[config.mk]
export PLATFORM = sky130hd
export DESIGN_NAME = reshape_op_sequencer
export DESIGN_NICKNAME = d
export VERILOG_FILES = /design/src/rtl/reshape_op_sequencer.sv
export SDC_FILE = /design/constraint.sdc
export NUM_CORES = 1
export LEC_CHECK = 0
export CAP_MARGIN = 15
export CORE_MARGIN = 2
export CORE_UTILIZATION = 55
export DETAILED_ROUTE_END_ITERATION = 6
export HOLD_SLACK_MARGIN = 0.15
export PLACE_DENSITY = 0.8
export SKIP_CTS_REPAIR_TIMING = 1
export SLEW_MARGIN = 20
export SYNTH_ARGS = -nofsm -noshare
export SYNTH_HDL_FRONTEND = slang
export SYNTH_SLANG_ARGS = --single-unit
[constraint.sdc]
create_clock -name clk -period 6.5 [get_ports clk]
set_clock_uncertainty 0.2 [all_clocks]
set_input_delay 1.95 -clock clk [delete_from_list [all_inputs] [get_ports clk]]
set_output_delay 1.95 -clock clk [all_outputs]
set_load 0.01 [all_outputs]
[src/rtl/reshape_op_sequencer.sv]
`default_nettype none
// ============================================================================
// Module      : reshape_op_sequencer
// Description : Runs one reshape operation (concat/split/maxpool/upsample)
//               per command. Routes the input switch, masks the output
//               switch, kicks the DMA channels, starts the op, waits for
//               end-of-op and write completion, then clears the datapath.
//               A watchdog over RUN/DRAIN parks the sequencer in ERR.
// Revision    : 1.0 - initial release
// ============================================================================
module reshape_op_sequencer #(
  parameter int TIMEOUT_W = 20
) (
  input  logic       clk,
  input  logic       rst,
  input  logic [3:0] Control_Reshape,
  input  logic       Abort,
  input  logic       Last_Reshape,
  input  logic       inter_reshape,
  output logic [1:0] dest,
  output logic [3:0] End_Control,
  output logic [3:0] Start_Reshape,
  output logic       DMA_read_valid,
  output logic       DMA_read_valid_2,
  output logic       DMA_write_valid,
  output logic       Next_Reg,
  output logic       Done,
  output logic       Cmd_Err,
  output logic       Timeout,
  output logic [7:0] ReshapeState
);

  typedef enum logic [3:0] {
    S_IDLE  = 4'd0,
    S_CFG   = 4'd1,
    S_KICK  = 4'd2,
    S_START = 4'd3,
    S_RUN   = 4'd4,
    S_DRAIN = 4'd5,
    S_NEXT  = 4'd6,
    S_ERR   = 4'd7
  } state_t;

  localparam logic [3:0] c_ALL_OPEN = 4'hF;

  state_t               r_state;
  logic [TIMEOUT_W-1:0] r_wd;
  logic                 r_sticky;

  state_t               w_next;
  logic [TIMEOUT_W-1:0] w_wd_next;
  logic [TIMEOUT_W-1:0] w_wd_inc;
  logic                 w_wd_hit;
  logic                 w_sticky_next;
  logic                 w_onehot;
  logic [1:0]           w_cmd_dest;
  logic [1:0]           w_dest_next;
  logic [3:0]           w_end_next;
  logic [3:0]           w_start_next;
  logic                 w_done;
  logic                 w_cmd_err;

  // Status word is a pure view of registered state.
  assign ReshapeState = {dest, Timeout, (r_state != S_IDLE), r_state};

  // Next-state decode and next values for every registered output.
  always_comb begin
    w_next        = r_state;
    w_wd_next     = r_wd;
    w_sticky_next = r_sticky;
    w_done        = 1'b0;
    w_cmd_err     = 1'b0;
    w_dest_next   = dest;
    w_wd_inc      = r_wd + TIMEOUT_W'(1);
    w_wd_hit      = &w_wd_inc;
    w_onehot      = (Control_Reshape != 4'd0) &&
                    ((Control_Reshape & (Control_Reshape - 4'd1)) == 4'd0);
    w_cmd_dest    = {Control_Reshape[3] | Control_Reshape[2],
                     Control_Reshape[3] | Control_Reshape[1]};

    case (r_state)
      S_IDLE: begin
        if (w_onehot) begin
          w_next      = S_CFG;
          w_dest_next = w_cmd_dest;
        end else if (Control_Reshape != 4'd0) begin
          w_cmd_err = 1'b1;
        end
      end
      S_CFG:   w_next = S_KICK;
      S_KICK:  w_next = S_START;
      S_START: begin
        w_next        = S_RUN;
        w_wd_next     = '0;
        w_sticky_next = 1'b0;
      end
      S_RUN: begin
        w_wd_next = w_wd_inc;
        // End-of-op events beat the watchdog in the same cycle.
        if (Last_Reshape && (inter_reshape || r_sticky)) begin
          w_next = S_NEXT;
          w_done = 1'b1;
        end else if (Last_Reshape) begin
          w_next = S_DRAIN;
        end else if (w_wd_hit) begin
          w_next = S_ERR;
        end else if (inter_reshape) begin
          w_sticky_next = 1'b1;
        end
      end
      S_DRAIN: begin
        w_wd_next = w_wd_inc;
        if (inter_reshape) begin
          w_next = S_NEXT;
          w_done = 1'b1;
        end else if (w_wd_hit) begin
          w_next = S_ERR;
        end
      end
      S_NEXT: w_next = S_IDLE;
      S_ERR: begin
        if (Abort) w_next = S_NEXT;
      end
      default: w_next = S_IDLE;
    endcase

    // Abort abandons any in-flight op without reporting Done.
    if (Abort && (r_state inside {S_CFG, S_KICK, S_START, S_RUN, S_DRAIN})) begin
      w_next = S_NEXT;
      w_done = 1'b0;
    end

    // Any command while busy is refused, except during the clearing cycle.
    if ((Control_Reshape != 4'd0) && (r_state != S_IDLE) && (r_state != S_NEXT))
      w_cmd_err = 1'b1;

    // Mask opens fully in IDLE/ERR; NEXT reached from ERR keeps it open.
    if (w_next == S_IDLE || w_next == S_ERR)
      w_end_next = c_ALL_OPEN;
    else if (r_state == S_IDLE)
      w_end_next = ~(4'b0001 << w_cmd_dest);
    else
      w_end_next = End_Control;

    // Start bit order is rotated one place relative to dest.
    w_start_next = (w_next == S_START) ? (4'b0001 << (dest - 2'd1)) : 4'd0;
  end

  // State, watchdog and registered outputs.
  always_ff @(posedge clk) begin
    if (!rst) begin
      r_state          <= S_IDLE;
      r_wd             <= '0;
      r_sticky         <= 1'b0;
      dest             <= 2'd0;
      End_Control      <= c_ALL_OPEN;
      Start_Reshape    <= 4'd0;
      DMA_read_valid   <= 1'b0;
      DMA_read_valid_2 <= 1'b0;
      DMA_write_valid  <= 1'b0;
      Next_Reg         <= 1'b0;
      Done             <= 1'b0;
      Cmd_Err          <= 1'b0;
      Timeout          <= 1'b0;
    end else begin
      r_state          <= w_next;
      r_wd             <= w_wd_next;
      r_sticky         <= w_sticky_next;
      dest             <= w_dest_next;
      End_Control      <= w_end_next;
      Start_Reshape    <= w_start_next;
      DMA_read_valid   <= (w_next == S_KICK);
      DMA_read_valid_2 <= (w_next == S_KICK) && (dest == 2'd0);
      DMA_write_valid  <= (w_next == S_KICK);
      Next_Reg         <= (w_next == S_NEXT);
      Done             <= w_done;
      Cmd_Err          <= w_cmd_err;
      Timeout          <= (w_next == S_ERR);
    end
  end

endmodule
`default_nettype wire
==> metrics.txt <==
setup_tns=0 ns; Yosys warnings=0; r2r worst-path depth=7; critical path data arrival time=2.19 ns; first-pass GRT wire length=9670 um; Cell Area, Synth=2530 um^2; Routed WL=5780 um; CTS HTree Levels=2; worst vdd ir=0.130 mV; Area Growth Syn to Fin=13.5%; Finish-stage setup viols=0; commonest non-fill, non-tap cell in the layout=dfxtp_1; Die Area=5160 um^2; io pins=34; Critical R2R Launch=r_state[2]; Syn Area/Cell=7.79 um^2; worst setup path start=r_state[0]; FF-to-FF End=Timeout; Reg clk slew, reported paths=0.07 ns; Layout Utilization=0.656; worst setup path endpoint=ReshapeState[4]; Starting Density=0.578; layout cells sized above 1=0.0534; Port Buf Inserts=33; die height=71.9 um; Synth cell types=56; Routed WL per cell=14.9 um; clk_lat worst skew=0.29 ns; Die X=71.9 um; Crit Path Max Fanout=13; TritonCTS clock tree=yes; Crit path required time=4.35 ns; post-synthesis sequential area ratio=0.324; syn_nets=337; clock root buffer=clkbuf_8; highest clock rate=230 MHz; Worst slew margin=0.345; crit path launch type=flip-flop; largest net degree at the start of global routing=28; via count=2404; # clock sinks=41; max_cap viols=0; Leak Pwr=0.933 nW; drt pass-1 iters=5; critical path endpoint category=output pin; n_diodes=0; Post-DRT Antenna Nets=0; Crit Path Category=flip-flop to output pin; fillers=379; period utilization=0.668; RSZ-0062 raised after global routing=no; total track usage=0.231; Post-synth ARST share=0; r2r setup slk=3.11 ns; cts bufs inserted=5; # rows=24; #FFs+latches synth=41; GPL Wtd Cong=0.959; Nets=350; HP Class=flip-flop to flip-flop; Min-Delay Path Depth=2; number of synthesized flops with an enable pin=0; FF/Latch Area=821 um^2; Max Slew Vio Count=0; Vias/cell=6.18; Hold Violations, Final=0; status=complete, no violations; first-iteration detailed-routing DRC count=299; Slew @ Worst Pin=0.983 ns; Core ar.=4380 um^2; footprint of the multi-input gates=1540 um^2; Mapped Cells=325; CTS Buffer Depth=2; antenna violations before repair=0; Top FF cell, synth=dfxtp_1; DP HPWL=4140 um; gr ovfl total=0; number of global-route vias before repair=2030; P per Cell Area=166 nW/um^2; fin crit period=4.34 ns; most frequent cells in the layout=dfxtp_1 (41), nor2_1 (39), clkdlybuf4s50_1 (33), a21oi_1 (29), o21ai_0 (26); drc violations=0
==> how the worst min path moves through the flow <==
stage / startpoint / end
after floorplan: r_sticky / r_sticky
after global placement: End_Control[3] / End_Control[3]
after detailed placement: End_Control[2] / End_Control[2]
after CTS: End_Control[2] / End_Control[2]
after global routing: End_Control[2] / End_Control[2]
final: End_Control[1] / End_Control[1]
==> cells by family (layout without fill, tap and decap cells) <==
| kind of cell | count (synthesis) | after routing | synth area share |
|---|---|---|---|
| AND/OR/NAND/NOR | 131 | 131 | 0.292 |
| AO/OA/AOI/OAI | 102 | 102 | 0.269 |
| flip-flops | 41 | 41 | 0.324 |
| buffers and inverters | 38 | 50 | 0.0667 |
| XOR/XNOR | 8 | 8 | 0.0277 |
| adder cells (fa/ha/maj) | 3 | 3 | 0.0148 |
| other | 1 | 1 | 0.00148 |
| multiplexers | 1 | 1 | 0.00395 |
==> critical path, cell delays in order (launching register included) <==
cell             delay (ns)
dfxtp_1                0.44
nor4_1                 0.59
inv_1                  0.32
clkdlybuf4s50_1        0.56
==> report_power, final <==
group / internal (mW) / switching [mW] / total, mW
Sequential: 0.256 / 0.00624 / 0.262
Clock: 0.0706 / 0.0801 / 0.151
Combinational: 0.0271 / 0.0361 / 0.0633
Total: 0.353 / 0.123 / 0.476
==> metal layers <==
layer,GRT usage,up-vias,part of all wire
met5,0,-,0
met4,0.0566,0,0.0095
met3,0.0338,6,0.053
met2,0.354,73,0.46
met1,0.341,1095,0.48
li1,-,1230,-
==> Yosys cell counts, drive strengths merged, types with 6 or more instances <==
cell type | number | share of area
buf | 9 | 0.024
nand4 | 10 | 0.031
clkbuf | 18 | 0.027
nand3 | 9 | 0.018
dfxtp | 41 | 0.32
o21ai | 27 | 0.053
nor3 | 13 | 0.026
nand2 | 17 | 0.025
a21oi | 29 | 0.057
nor2 | 39 | 0.058
inv | 10 | 0.015
a211oi | 6 | 0.018
nor4 | 8 | 0.032
==> area by class of cell <==
class	count	share of cell area
Clock buffer	5	0.0239
Tap cell	52	0.0226
Clock inverter	1	0.00174
Inverter	11	0.0144
Timing Repair Buffer	33	0.115
Multi-Input combinational cell	246	0.537
Sequential cell	41	0.286
==> state kept, by name (all words and copies together), names as in the netlist, 2 cells and up <==
| name | flops |
|---|---|
| End_Control | 4 |
| r_wd | 20 |
| r_state | 4 |
| dest | 2 |
| Start_Reshape | 4 |
==> per-stage QoR <==
step / cells / total power [mW] / hold WS, ns / setup slack, ns / area [um^2]
6_report: 389 / 0.476 / 0.294 / 2.16 / 2870
5_1_grt: 389 / 0.497 / 0.334 / 1.91 / 2870
4_1_cts: 389 / 0.481 / 0.306 / 2.16 / 2870
3_5_place_dp: 383 / 0.330 / 0.290 / 2.06 / 2800
3_3_place_gp: 383 / 0.330 / 0.266 / 2.13 / 2800
2_1_floorplan: 325 / 0.308 / 0.278 / 2.70 / 2530
Note: power is estimated with default switching activity, not from simulation.
